File: config.mk
export PLATFORM = sky130hd
export DESIGN_NAME = pipe_adder
export DESIGN_NICKNAME = d
export VERILOG_FILES = /design/src/rtl/pipe_adder.sv
export SDC_FILE = /design/constraint.sdc
export NUM_CORES = 1
export LEC_CHECK = 0
export CORE_ASPECT_RATIO = 0.9
export CORE_MARGIN = 2
export CORE_UTILIZATION = 45
export CTS_CLUSTER_SIZE = 40
export DETAILED_ROUTE_END_ITERATION = 16
export HOLD_SLACK_MARGIN = 0.1
export PLACE_DENSITY = 0.84
export SLEW_MARGIN = 10
export SYNTH_ARGS = -nofsm -noshare
export SYNTH_HDL_FRONTEND = slang
export SYNTH_SLANG_ARGS = --single-unit
File: constraint.sdc
create_clock -name clock -period 3.25 [get_ports clock]
set_input_delay 0.325 -clock clock [delete_from_list [all_inputs] [get_ports clock]]
set_output_delay 0.325 -clock clock [all_outputs]
set_load 0.01 [all_outputs]
File: src/rtl/pipe_adder.sv
`default_nettype none
// ============================================================================
// Module      : pipe_adder
// Description : Pipelined add/subtract unit with N/Z/C/V flags. The carry
//               chain is split into STAGES registered chunks of WIDTH/STAGES
//               bits each. Valid/ready handshake on both sides. The optional
//               signed saturation is selected by defining ADDER_SATURATE_EN.
// Revision    : 1.0 - initial release
// ============================================================================
module pipe_adder #(
    parameter int WIDTH  = 16,  // operand/result width, multiple of STAGES
    parameter int STAGES = 2    // pipeline depth = number of carry chunks
) (
    input  logic             clock,
    input  logic             reset,
    input  logic             in_valid,
    output logic             in_ready,
    input  logic [WIDTH-1:0] in1,
    input  logic [WIDTH-1:0] in2,
    input  logic             sub,
    output logic             out_valid,
    input  logic             out_ready,
    output logic [WIDTH-1:0] out,
    output logic             N,
    output logic             Z,
    output logic             C,
    output logic             V
);

    localparam int CW = WIDTH / STAGES;

`ifdef ADDER_SATURATE_EN
    localparam bit c_SATURATE = 1'b1;
`else
    localparam bit c_SATURATE = 1'b0;
`endif

    // Whole pipe moves together: it advances unless a result is waiting.
    logic w_adv;

    // Inputs of each stage: stage 0 from the ports, stage k from register k-1.
    logic             w_vld_in [STAGES];
    logic [WIDTH-1:0] w_a_in   [STAGES];
    logic [WIDTH-1:0] w_b_in   [STAGES];
    logic [WIDTH-1:0] w_s_in   [STAGES];
    logic             w_c_in   [STAGES];

    // Final-stage registers, driven from the last generate iteration.
    logic             r_out_valid;
    logic [WIDTH-1:0] r_out;
    logic             r_n;
    logic             r_z;
    logic             r_c;
    logic             r_v;

    assign w_adv     = !r_out_valid || out_ready;
    assign in_ready  = w_adv;

    assign out_valid = r_out_valid;
    assign out       = r_out;
    assign N         = r_n;
    assign Z         = r_z;
    assign C         = r_c;
    assign V         = r_v;

    // Subtraction is a + ~b + 1: invert b here and use sub as carry-in.
    assign w_vld_in[0] = in_valid;
    assign w_a_in[0]   = in1;
    assign w_b_in[0]   = sub ? ~in2 : in2;
    assign w_s_in[0]   = '0;
    assign w_c_in[0]   = sub;

    generate
        for (genvar k = 0; k < STAGES; k++) begin : g_stage
            logic [CW-1:0]    w_chunk;
            logic             w_cout;
            logic [WIDTH-1:0] w_sum;

            // Chunk k of the carry chain.
            assign {w_cout, w_chunk} = {1'b0, w_a_in[k][k*CW +: CW]}
                                     + {1'b0, w_b_in[k][k*CW +: CW]}
                                     + {{CW{1'b0}}, w_c_in[k]};

            // Merge the new chunk into the partial sum carried so far.
            always_comb begin
                w_sum               = w_s_in[k];
                w_sum[k*CW +: CW]   = w_chunk;
            end

            if (k < STAGES - 1) begin : g_mid
                logic             r_vld;
                logic [WIDTH-1:0] r_a;
                logic [WIDTH-1:0] r_b;
                logic [WIDTH-1:0] r_s;
                logic             r_cy;

                // Intermediate stage register: partial sum, carry, operands.
                always_ff @(posedge clock) begin
                    if (rst_any(reset)) begin
                        r_vld <= 1'b0;
                        r_a   <= '0;
                        r_b   <= '0;
                        r_s   <= '0;
                        r_cy  <= 1'b0;
                    end else if (w_adv) begin
                        r_vld <= w_vld_in[k];
                        if (w_vld_in[k]) begin
                            r_a  <= w_a_in[k];
                            r_b  <= w_b_in[k];
                            r_s  <= w_sum;
                            r_cy <= w_cout;
                        end
                    end
                end

                assign w_vld_in[k+1] = r_vld;
                assign w_a_in[k+1]   = r_a;
                assign w_b_in[k+1]   = r_b;
                assign w_s_in[k+1]   = r_s;
                assign w_c_in[k+1]   = r_cy;
            end else begin : g_last
                logic             w_ovf;
                logic             w_a_msb;
                logic [WIDTH-1:0] w_res;

                // Overflow detection and optional clamp to the signed limit.
                always_comb begin
                    w_a_msb = w_a_in[k][WIDTH-1];
                    w_ovf   = (w_a_msb == w_b_in[k][WIDTH-1]) &&
                              (w_sum[WIDTH-1] != w_a_msb);
                    w_res   = w_sum;
                    if (c_SATURATE && w_ovf) begin
                        w_res = w_a_msb ? {1'b1, {(WIDTH-1){1'b0}}}
                                        : {1'b0, {(WIDTH-1){1'b1}}};
                    end
                end

                // Result register; flags derive from the value driven on out.
                always_ff @(posedge clock) begin
                    if (rst_any(reset)) begin
                        r_out_valid <= 1'b0;
                        r_out       <= '0;
                        r_n         <= 1'b0;
                        r_z         <= 1'b0;
                        r_c         <= 1'b0;
                        r_v         <= 1'b0;
                    end else if (w_adv) begin
                        r_out_valid <= w_vld_in[k];
                        if (w_vld_in[k]) begin
                            r_out <= w_res;
                            r_n   <= w_res[WIDTH-1];
                            r_z   <= (w_res == '0);
                            r_c   <= w_cout;
                            r_v   <= w_ovf;
                        end
                    end
                end
            end
        end
    endgenerate

    // Reset qualifier kept as a function so every register shares one rule.
    function automatic logic rst_any(input logic i_rst);
        return i_rst;
    endfunction

endmodule
`default_nettype wire

==> summary.md, run 1 <==
| Metric | Value |
|---|---|
| Leakage dissipation | `1.20 nW` |
| Worst R2R Setup Slack | `0.68 ns` |
| Final hold vios | `0` |
| Layout area overhead | `29.6%` |
| GRT Util Overall | `0.189` |
| Hold path startpoint | `out[8]$_SDFFE_PP0P_` |
| Netlist cell types | `38` |
| Die area | `5920 um^2` |
| Antenna cell count | `0` |
| Starting Density | `0.461` |
| Row count | `25` |
| CP startpoint kind | `flop` |
| Reg2reg end | `Z$_SDFFE_PP0P_` |
| Hold WC Path Type | `reg -> reg` |
| Post-synth top flop | `dfxtp_1` |
| Clk root buf | `clkbuf_8` |
| Hold depth | `2` |
| Ys async rst share | `0` |
| Placed instance area | `3030 um^2` |
| Worst vdd ir | `0.000200 V` |
| I/O pin cnt | `59` |
| WL/cell | `12.9 um` |
| Fin Hold WS | `0.455 ns` |
| Vias post-DR | `2,101` |
| Core area | `5190 um^2` |
| Largest net degree at the start of global routing | `35` |
| Fin cells | `402` |
| Number of synthesized flops with an enable pin | `0` |
| CP required | `3.48 ns` |
| Mapped Nets | `335` |
| MaxCap Viol Count | `0` |
| Post-Synthesis Cells | `281` |
| Hpwl dp | `3.99 mm` |
| First-pass GRT wire length | `8.72 mm` |
| Resized cells post-CTS | `0` |
| Sequential area share after synthesis | `0.385` |
| Drt initial violations | `128` |
| Clock latency on the worst-skew pair | `0.30 ns` |
| Outcome | `finished, final reports clean` |
| Post-route ant nets | `0` |
| Worst-case clock buffer depth | `2` |
| CTS Buf Count | `5` |
| Worst path cell trace | `fa_1 -> fa_1 -> a211oi_1 -> o21a_1 -> a211oi_1 -> or4_1 -> o21ai_0` |
| Final instance area | `3100 um^2` |
| Unrepaired setup endpoints after global routing | `false` |
| Post-Syn Area per Cell | `8.52 um^2` |
| CP Class | `reg -> reg` |
| Final Power | `1.31 mW` |
| Cell total after placement | `395` |
| Fill count | `494` |
| CTS tree | `yes` |
| Mapped Area | `2390 um^2` |
| Yosys top cell area share | `0.385` |
| Fmax | `389 MHz` |
| Pwr/cell area | `421 nW/um^2` |
| Area contributors post-synth | `dfxtp_1 (38%), nand2_1 (8.6%), ha_1 (7.3%)` |
| Final period util | `0.791` |
| Remaining DRCs | `0` |
| Grt total ovfl | `0` |
| Setup TNS Final | `0 ns` |
| Biggest area consumer among synthesized cells | `dfxtp_1` |
| Crit Path Max Fanout | `3` |
| Clock sinks | `46` |
| Rel. slew slack | `0.598` |
| Setup Skew | `0.00363 ns` |
| Setup Viol. Count Final | `0` |
| Vias in the first global route | `1,901` |
| Buf/Inv on CP | `0` |
| Routability Congestion | `0.826` |
| Yosys warning count | `0` |
| Period minus WS final | `2.57 ns` |
| Total Wirelength | `5.18 mm` |
| R2r worst-path depth | `7` |
| #FFs+latches synth | `46` |
| Hold-fix buffer count after cts | `0` |
| Count of pins over their slew limit | `0` |
| Slowest stage delay, CP | `0.55 ns` |
| Crit path DAT | `2.80 ns` |
| Clock-pin slew on the worst setup and hold paths | `0.08 ns` |
| H-tree levels | `2` |
| Reg-to-reg startpoint | `g_stage[0].g_mid.r_a[8]$_SDFFE_PP0P_` |
| Worst-Margin Slew | `0.602 ns` |
| Endpoint class of the critical path | `flop` |
| Die width | `80.9 um` |
| WHS Endpoint | `out[8]$_SDFFE_PP0P_` |
| Final net count | `389` |
| CP delay by family, top | `adder cells` |
| Initial DRT Pass Iterations | `4` |
| CP max-delay cell | `or4_1` |
| Share of cells above drive strength 1 | `0.0418` |
| Initial antenna violation count | `0` |
| Die Span Y | `73.2 um` |
| Post-CTS Repair Setup Buffers | `0` |
| Number of port buffers | `58` |
| Via density | `5.23` |
-- worst max path at each step --
stage / from / endpoint / slack [ns] / cells past startpoint
6_report: g_stage[0].g_mid.r_a[8]$_SDFFE_PP0P_ / Z$_SDFFE_PP0P_ / 0.68 / 7
4_1_cts: g_stage[0].g_mid.r_a[8]$_SDFFE_PP0P_ / Z$_SDFFE_PP0P_ / 0.68 / 7
2_1_floorplan: sub / g_stage[0].g_mid.r_cy$_SDFFE_PP0P_ / 0.66 / 9
3_5_place_dp: sub / g_stage[0].g_mid.r_cy$_SDFFE_PP0P_ / 0.38 / 9
3_3_place_gp: sub / g_stage[0].g_mid.r_cy$_SDFFE_PP0P_ / 0.47 / 9
5_1_grt: g_stage[0].g_mid.r_a[8]$_SDFFE_PP0P_ / Z$_SDFFE_PP0P_ / 0.48 / 7
-- Yosys cell counts, types with 2 or more instances --
cell,instances
clkbuf_1,13
dfxtp_1,46
o21ai_0,7
nand3b_1,4
a21oi_1,32
o21bai_1,2
xor2_1,10
or3_1,3
nor2_1,18
a31o_1,2
fa_1,3
o21a_1,2
a21o_1,7
nor4_1,3
nor3_1,5
nand2b_1,3
a211oi_1,14
nand2_1,55
ha_1,14
and2_1,2
buf_2,2
xnor2_1,16
o211ai_1,3
-- metrics by stage --
step | setup slack (ns) | utilization
global route | 0.476 | 0.597
detailed placement | 0.381 | 0.583
global placement | 0.472 | 0.583
CTS | 0.683 | 0.597
finish | 0.681 | 0.597
floorplan | 0.658 | -
-- layout make-up --
type / instances / area [um^2] / share of cell area
Clock buffer: 7 / 76.3 / 0.0246
Sequential cell: 46 / 921 / 0.297
Inverter: 1 / 3.75 / 0.00121
Tap cell: 67 / 83.8 / 0.0270
Timing Repair Buffer: 64 / 626 / 0.202
Multi-Input combinational cell: 217 / 1390 / 0.449
-- worst min-delay path, stage by stage, from the launching register on --
cell	delay [ns]
dfxtp_1	0.31
nand2_1	0.05
a21oi_1	0.05
-- cells in the final DEF (no fill, tap or decap), types with 3 or more instances in the layout --
cell type         n
xnor2_1          16
nand3b_1          4
a21o_1            7
or3_1             3
buf_4             6
a211oi_1         14
clkdlybuf4s50_1  58
xor2_1           10
dfxtp_1          46
o21ai_0           7
nor2_1           18
nand2b_1          3
o211ai_1          3
nor3_1            5
a21oi_1          32
nand2_1          55
clkbuf_8          5
fa_1              3
nor4_1            3
ha_1             14
-- sequential cells by signal, indices dropped and copies added, names as in the netlist --
| register | count |
|---|---|
| Z | 1 |
| g_stage.g_mid.r_s | 8 |
| V | 1 |
| g_stage.g_mid.r_cy | 1 |
| g_stage.g_mid.r_a | 8 |
| out_valid | 1 |
| C | 1 |
| g_stage.g_mid.r_vld | 1 |
| out | 16 |
| g_stage.g_mid.r_b | 8 |
-- power by group --
group          leakage, nW  internal [mW]  switching (mW)
clock               0.0383          0.148           0.178
sequential           0.378          0.605          0.0298
combinational        0.780          0.176           0.169
total                 1.20          0.930           0.377
-- kinds of logic after synthesis --
kind of cell | after synthesis | share of synthesized area
AOI/OAI and AO/OA | 76 | 0.204
xor gates and xnor gates | 26 | 0.0951
adders and majority gates | 17 | 0.0983
buffers and inverters | 18 | 0.0340
DFF | 46 | 0.385
muxes | 1 | 0.00627
and+or+nand+nor | 97 | 0.178
-- layer usage --
metal  global-route usage  share of wire
met1                0.261           0.49
met2                0.298           0.47
met3               0.0446          0.040
met4               0.0508         0.0073
met5                    0              0
Note: power is estimated with default switching activity, not from simulation.
==> run 2, diff against run 1 <==
==> constraint.sdc (replaced) <==
create_clock -name clock -period 2.5 [get_ports clock]
set_input_delay 0.25 -clock clock [delete_from_list [all_inputs] [get_ports clock]]
set_output_delay 0.25 -clock clock [all_outputs]
set_load 0.01 [all_outputs]
==> run 2 against run 1 <==
Clock skew grew 0.0016 ns. Fmax grew 8.4%. Register-to-register slack lost 0.55 ns. Via count grew 0.90%. Sequential power grew 30%. Critical endpoint unchanged. Largest power group unchanged.
==> summary.md, run 2 (synthesized netlist as in run 1, its figures left out) <==
| Metric | Value |
|---|---|
| First-pass GRT wire length | `9.09 mm (+4.2%)` |
| Final period util | `0.948 (+0.158)` |
| H-tree levels | `2 (unchanged)` |
| Unrepaired setup endpoints after global routing | `false` |
| Fmax | `422 MHz (+8.4%)` |
| Number of flip-flops in the largest register | `16 (unchanged)` |
| CP delay by family, top | `adder cells` |
| Total Wirelength | `5.33 mm (+2.9%)` |
| Antenna cell count | `0 (unchanged)` |
| Initial antenna violation count | `0 (unchanged)` |
| Vias post-DR | `2,120 (+0.90%)` |
| Routability Congestion | `0.817 (-1.1%)` |
| Crit path DAT | `2.61 ns (-0.19 ns)` |
| Endpoint class of the critical path | `flop` |
| Clk root buf | `clkbuf_8` |
| Core area | `5190 um^2 (unchanged)` |
| End point of the critical path | `Z$_SDFFE_PP0P_` |
| Critical Path Start | `g_stage[0].g_mid.r_a[8]$_SDFFE_PP0P_` |
| CTS Buf Count | `5 (unchanged)` |
| Reg-to-reg startpoint | `g_stage[0].g_mid.r_a[8]$_SDFFE_PP0P_` |
| R2r worst-path depth | `7 (unchanged)` |
| Outcome | `finished, final reports clean` |
| Starting Density | `0.461 (unchanged)` |
| Pwr/cell area | `573 nW/um^2 (+36%)` |
| Clock sinks | `46 (unchanged)` |
| MaxCap Viol Count | `0 (unchanged)` |
| Die Span Y | `73.2 um (unchanged)` |
| GRT Util Overall | `0.198 (+0.00856)` |
| CP startpoint kind | `flop` |
| CP required | `2.74 ns (-0.74 ns)` |
| Period minus WS final | `2.37 ns (-0.199 ns)` |
| Setup Skew | `0.00519 ns (+0.00155 ns)` |
| Post-route ant nets | `0 (unchanged)` |
| Most frequent CP cell | `fa_2` |
| Layout area overhead | `35.3%` |
| Commonest non-fill, non-tap cell in the layout | `clkdlybuf4s50_1` |
| Die area | `5920 um^2 (unchanged)` |
| Multi-input gate area | `1400 um^2 (+0.72%)` |
| Grt total ovfl | `0 (unchanged)` |
| Reg2reg end | `Z$_SDFFE_PP0P_` |
| Rel. slew slack | `0.632 (+0.0344)` |
| Clock latency on the worst-skew pair | `0.30 ns (about the same)` |
| Buf/Inv on CP | `0 (unchanged)` |
| Most frequent cells in the layout | `clkdlybuf4s50_1 (58), nand2_1 (55), dfxtp_1 (46)` |
| Count of pins over their slew limit | `0 (unchanged)` |
| Cell total after placement | `404 (+2.3%)` |
| Final instance area | `3240 um^2 (+4.4%)` |
| Placed instance area | `3120 um^2 (+3.1%)` |
| CP max-delay cell | `or4_1` |
| Die width | `80.9 um (unchanged)` |
| Fin cells | `412 (+2.5%)` |
| Worst path cell trace | `fa_2 -> fa_2 -> a211oi_2 -> o21a_1 -> a211oi_1 -> or4_1 -> o21ai_1` |
| Number of port buffers | `58 (unchanged)` |
| Hpwl dp | `4.14 mm (+3.7%)` |
| WL/cell | `12.9 um (+0.42%)` |
| Largest net degree at the start of global routing | `50 (+43%)` |
| Drt initial violations | `148 (+16%)` |
| CP Class | `reg -> reg` |
| Row count | `25 (unchanged)` |
| Slowest stage delay, CP | `0.56 ns (about the same)` |
| Worst vdd ir | `0.000239 V (+20%)` |
| Vias in the first global route | `2,050 (+7.8%)` |
| Share of cells above drive strength 1 | `0.0812 (+0.0394)` |
| Crit Path Max Fanout | `2 (-1)` |
| Final hold vios | `0 (unchanged)` |
| Setup Viol. Count Final | `0 (unchanged)` |
| Initial DRT Pass Iterations | `4 (unchanged)` |
| Clock-pin slew on the worst setup and hold paths | `0.08 ns (about the same)` |
| I/O pin cnt | `59 (unchanged)` |
| Remaining DRCs | `0 (unchanged)` |
| Leakage dissipation | `1.26 nW (+5.3%)` |
| Hold WC Path Type | `reg -> reg` |
| Final Power | `1.86 mW (+42%)` |
| Post-CTS Repair Setup Buffers | `0 (unchanged)` |
| Via density | `5.15 (-1.5%)` |
| Worst-case clock buffer depth | `2 (unchanged)` |
| CP Depth | `7 (unchanged)` |
| Setup TNS Final | `0 ns (unchanged)` |
| Fill count | `474 (-4.0%)` |
| Worst-Margin Slew | `0.550 ns (-0.0515 ns)` |
| Final net count | `398 (+2.3%)` |
| Worst R2R Setup Slack | `0.13 ns (-0.55 ns)` |
| CTS tree | `yes` |
| Register Area | `921 um^2 (unchanged)` |
-- run 2: cell types whose count changed in the layout (fill, tap and decap cells not counted), sizes merged --
cell      before  now
bufinv         0    1
clkinvlp       0    1
buf            6   15
clkbuf         7    6
-- run 2: timing repair --
item / CTS / global route
endpoints found under the setup margin: 1 / 1
gates cloned: 0 / 0
resized for setup: 1 / 3
hold buffers: 0 / 0
pin swaps: 0 / 1
-- run 2: how the worst min path moves through the flow --
stage,startpoint,endpoint,cells past startpoint
after floorplan,in1[10],g_stage[0].g_mid.r_a[10]$_SDFFE_PP0P_,2
after global placement,out[7]$_SDFFE_PP0P_,out[7]$_SDFFE_PP0P_,2
after detailed placement,out[14]$_SDFFE_PP0P_,out[14]$_SDFFE_PP0P_,2
after CTS,out[14]$_SDFFE_PP0P_,out[14]$_SDFFE_PP0P_,2
after global routing,out[14]$_SDFFE_PP0P_,out[14]$_SDFFE_PP0P_,2
final,out[14]$_SDFFE_PP0P_,out[14]$_SDFFE_PP0P_,2
-- run 2: layout make-up --
class,instances,area share
multi-input cells,217,0.433
flip-flops and latches,46,0.284
repair buffers,73,0.222
well taps,67,0.0259
clock buffers,6,0.0224
clock inverters,2,0.0116
inverters,1,0.00116
-- run 2: worst register-to-register path: stages (launching register included) --
cell and delay (ns):
dfxtp_1 0.34, fa_2 0.41, fa_2 0.37, a211oi_2 0.30
o21a_1 0.17, a211oi_1 0.06, or4_1 0.56, o21ai_1 0.12
-- run 2: stage by stage --
step | setup WS (ns) | utilization | hold WS [ns]
finish | 0.129 | 0.624 | 0.458
global route | 0.0128 | 0.624 | 0.482
CTS | 0.0673 | 0.623 | 0.460
detailed placement | -0.125 | 0.600 | 0.448
global placement | -0.0337 | 0.600 | 0.444
floorplan | 0.146 | - | 0.386
-- run 2: power by group --
group	switching (mW)	internal, mW
logic	0.227	0.259
clock network	0.247	0.298
registers	0.0394	0.786
-- run 2: metal layers --
metal / track usage / wire [um]
met2: 0.329 / 2460
met3: 0.0359 / 291
met1: 0.254 / 2500
met5: 0 / 0
met4: 0.0791 / 88
==> run 3, diff against run 2 <==
--- a/config.mk
+++ b/config.mk
@@ -7,11 +7,11 @@
 export LEC_CHECK = 0
 export CORE_ASPECT_RATIO = 0.9
 export CORE_MARGIN = 2
-export CORE_UTILIZATION = 45
+export CORE_UTILIZATION = 49
 export CTS_CLUSTER_SIZE = 40
 export DETAILED_ROUTE_END_ITERATION = 16
 export HOLD_SLACK_MARGIN = 0.1
-export PLACE_DENSITY = 0.84
+export PLACE_DENSITY = 0.89
 export SLEW_MARGIN = 10
 export SYNTH_ARGS = -nofsm -noshare
 export SYNTH_HDL_FRONTEND = slang
==> run 3 against run 2 <==
Design area down 0.73%. Critical path depth unchanged. First-iteration DRC count down 24%. Non-clock buffer count unchanged. Die area down 7.7%.
==> summary.md, run 3 (synthesized netlist as in run 1, its figures left out) <==
| Metric | Value |
|---|---|
| Fmax | `423 MHz (+0.17%)` |
| I/O pin cnt | `59 (unchanged)` |
| Setup Skew | `0.00747 ns (+0.00228 ns)` |
| Buf/Inv on CP | `0 (unchanged)` |
| Via density | `5.34 (+3.9%)` |
| Clock sinks | `46 (unchanged)` |
| Initial DRT Pass Iterations | `6 (+2)` |
| Post-CTS Repair Setup Buffers | `0 (unchanged)` |
| Dpl ws | `-0.212 ns (-0.0873 ns)` |
| Most frequent cells in the layout | `clkdlybuf4s50_1 (58), nand2_1 (55), dfxtp_1 (46)` |
| Hold WC Path Type | `reg -> reg` |
| Layout area overhead | `34.3%` |
| Clock latency on the worst-skew pair | `0.30 ns (about the same)` |
| Clk root buf | `clkbuf_8` |
| Unrepaired setup endpoints after global routing | `false` |
| Crit Path Max Fanout | `2 (unchanged)` |
| CP Class | `reg -> reg` |
| Die width | `77.7 um (-4.0%)` |
| Total Wirelength | `5.35 mm (+0.37%)` |
| Number of port buffers | `58 (unchanged)` |
| CTS tree | `yes` |
| Endpoint class of the critical path | `flop` |
| CTS Buf Count | `5 (unchanged)` |
| Initial antenna violation count | `0 (unchanged)` |
| Sw Ratio | `0.278 (+0.00184)` |
| Share of cells above drive strength 1 | `0.0812 (unchanged)` |
| H-tree levels | `2 (unchanged)` |
| Number of flip-flops in the largest register | `16 (unchanged)` |
| Largest net degree at the start of global routing | `50 (unchanged)` |
| Hpwl dp | `4.06 mm (-2.1%)` |
| NetSw | `0.516 mW (+0.60%)` |
| Worst vdd ir | `0.000287 V (+20%)` |
| Count of pins over their slew limit | `0 (unchanged)` |
| Final net count | `398 (unchanged)` |
| Clock-pin slew on the worst setup and hold paths | `0.09 ns (about the same)` |
| Fill count | `385 (-19%)` |
| Fin worst setup slack | `0.133 ns (+0.00393 ns)` |
| Remaining DRCs | `0 (unchanged)` |
| Sequential Power Share | `0.446 (about the same)` |
| Worst path cell trace | `fa_1 -> fa_2 -> a211oi_2 -> o21a_1 -> a211oi_1 -> or4_1 -> o21ai_0` |
| Rel. slew slack | `0.659 (+0.0263)` |
| Row count | `24 (-4.0%)` |
| Core area | `4770 um^2 (-8.0%)` |
| Die Span Y | `70.3 um (-3.9%)` |
| WL/cell | `13.1 um (+0.86%)` |
| Crit path DAT | `2.60 ns (about the same)` |
| Antenna cell count | `0 (unchanged)` |
| Grt total ovfl | `0 (unchanged)` |
| Post-layout util | `0.673 (+0.0496)` |
| Fin Hold WS | `0.456 ns (-0.00221 ns)` |
| Clk pwr share | `0.293 (about the same)` |
| Starting Density | `0.501 (+0.0403)` |
| Final period util | `0.947 (-0.00157)` |
| Resized cells post-CTS | `0 (-1)` |
| Setup Viol. Count Final | `0 (unchanged)` |
| Vias post-DR | `2,191 (+3.3%)` |
| Pwr/cell area | `577 nW/um^2 (+0.67%)` |
| Drt initial violations | `112 (-24%)` |
| Worst-case clock buffer depth | `2 (unchanged)` |
| Slowest stage delay, CP | `0.53 ns (-0.03 ns)` |
| Commonest non-fill, non-tap cell in the layout | `clkdlybuf4s50_1` |
| Internal power | `1.34 mW (-0.32%)` |
| First-pass GRT wire length | `8.89 mm (-2.2%)` |
| Post-route ant nets | `0 (unchanged)` |
| Comb power frac | `0.261 (about the same)` |
| Leakage dissipation | `1.25 nW (-0.48%)` |
| Period minus WS final | `2.37 ns (-0.00393 ns)` |
| Final hold vios | `0 (unchanged)` |
| Hold-fix buffer count after cts | `0 (unchanged)` |
| Worst-Margin Slew | `0.511 ns (-0.0393 ns)` |
| CP max-delay cell | `or4_1` |
| Vias in the first global route | `1,951 (-4.8%)` |
| Outcome | `finished, final reports clean` |
| Die area | `5460 um^2 (-7.7%)` |
| CP delay by family, top | `adder cells` |
| CP startpoint kind | `flop` |
| GRT Util Overall | `0.201 (+0.00339)` |
| Routability Congestion | `0.852 (+4.2%)` |
| MaxCap Viol Count | `0 (unchanged)` |
| CP required | `2.74 ns (about the same)` |
## run 3: cell counts in the layout (fill, tap and decap cells not counted)
No cell type changed its count.
## run 3: power by group through the flow
stage / clock network [mW] / logic (mW) / registers [mW]
after floorplan: 0 / 0.283 / 0.839
after global placement: 0 / 0.456 / 0.840
after detailed placement: 0 / 0.473 / 0.843
after CTS: 0.548 / 0.476 / 0.826
after global routing: 0.587 / 0.534 / 0.833
final: 0.544 / 0.484 / 0.827
## run 3: worst min-delay path, delay by kind of cell, from the launching register on
kind,cells,cell delay [ns]
simple gates,1,0.05
compound gates,1,0.05
flops,1,0.31
## run 3: path summary, 6_finish.rpt
| path | start | slack [ns] | depth (start not counted) | to |
|---|---|---|---|---|
| max | g_stage[0].g_mid.r_a[8]$_SDFFE_PP0P_ | 0.13 | 7 | Z$_SDFFE_PP0P_ |
| min | out[14]$_SDFFE_PP0P_ | 0.46 | 2 | out[14]$_SDFFE_PP0P_ |
| max reg2reg | g_stage[0].g_mid.r_a[8]$_SDFFE_PP0P_ | 0.13 | 7 | Z$_SDFFE_PP0P_ |
| min reg2reg | out[14]$_SDFFE_PP0P_ | 0.46 | 2 | out[14]$_SDFFE_PP0P_ |
## run 3: stage by stage
stage / setup TNS (ns) / cell area [um^2] / power, mW / instances
4_1_cts: 0 / 3200 / 1.85 / 410
5_1_grt: 0 / 3210 / 1.95 / 410
2_1_floorplan: 0 / 2390 / 1.12 / 281
6_report: 0 / 3210 / 1.86 / 410
3_5_place_dp: -0.371 / 3090 / 1.32 / 402
3_3_place_gp: -0.0768 / 3090 / 1.30 / 402
## run 3: per-layer routing
layer | track usage | share of wire | wire length [um]
met1 | 0.268 | 0.45 | 2430
met4 | 0.0774 | 0.024 | 131
met2 | 0.315 | 0.45 | 2430
met5 | 0 | 0 | 0
met3 | 0.0465 | 0.069 | 369
## run 3: cell type report
cell class              instances  area, um^2  area share
clock buffers                   6        72.6      0.0226
flip-flops and latches         46         921       0.286
clock inverters                 2        37.5      0.0117
repair buffers                 73         693       0.216
inverters                       1        3.75     0.00117
well taps                      65        81.3      0.0253
multi-input cells             217        1410       0.437
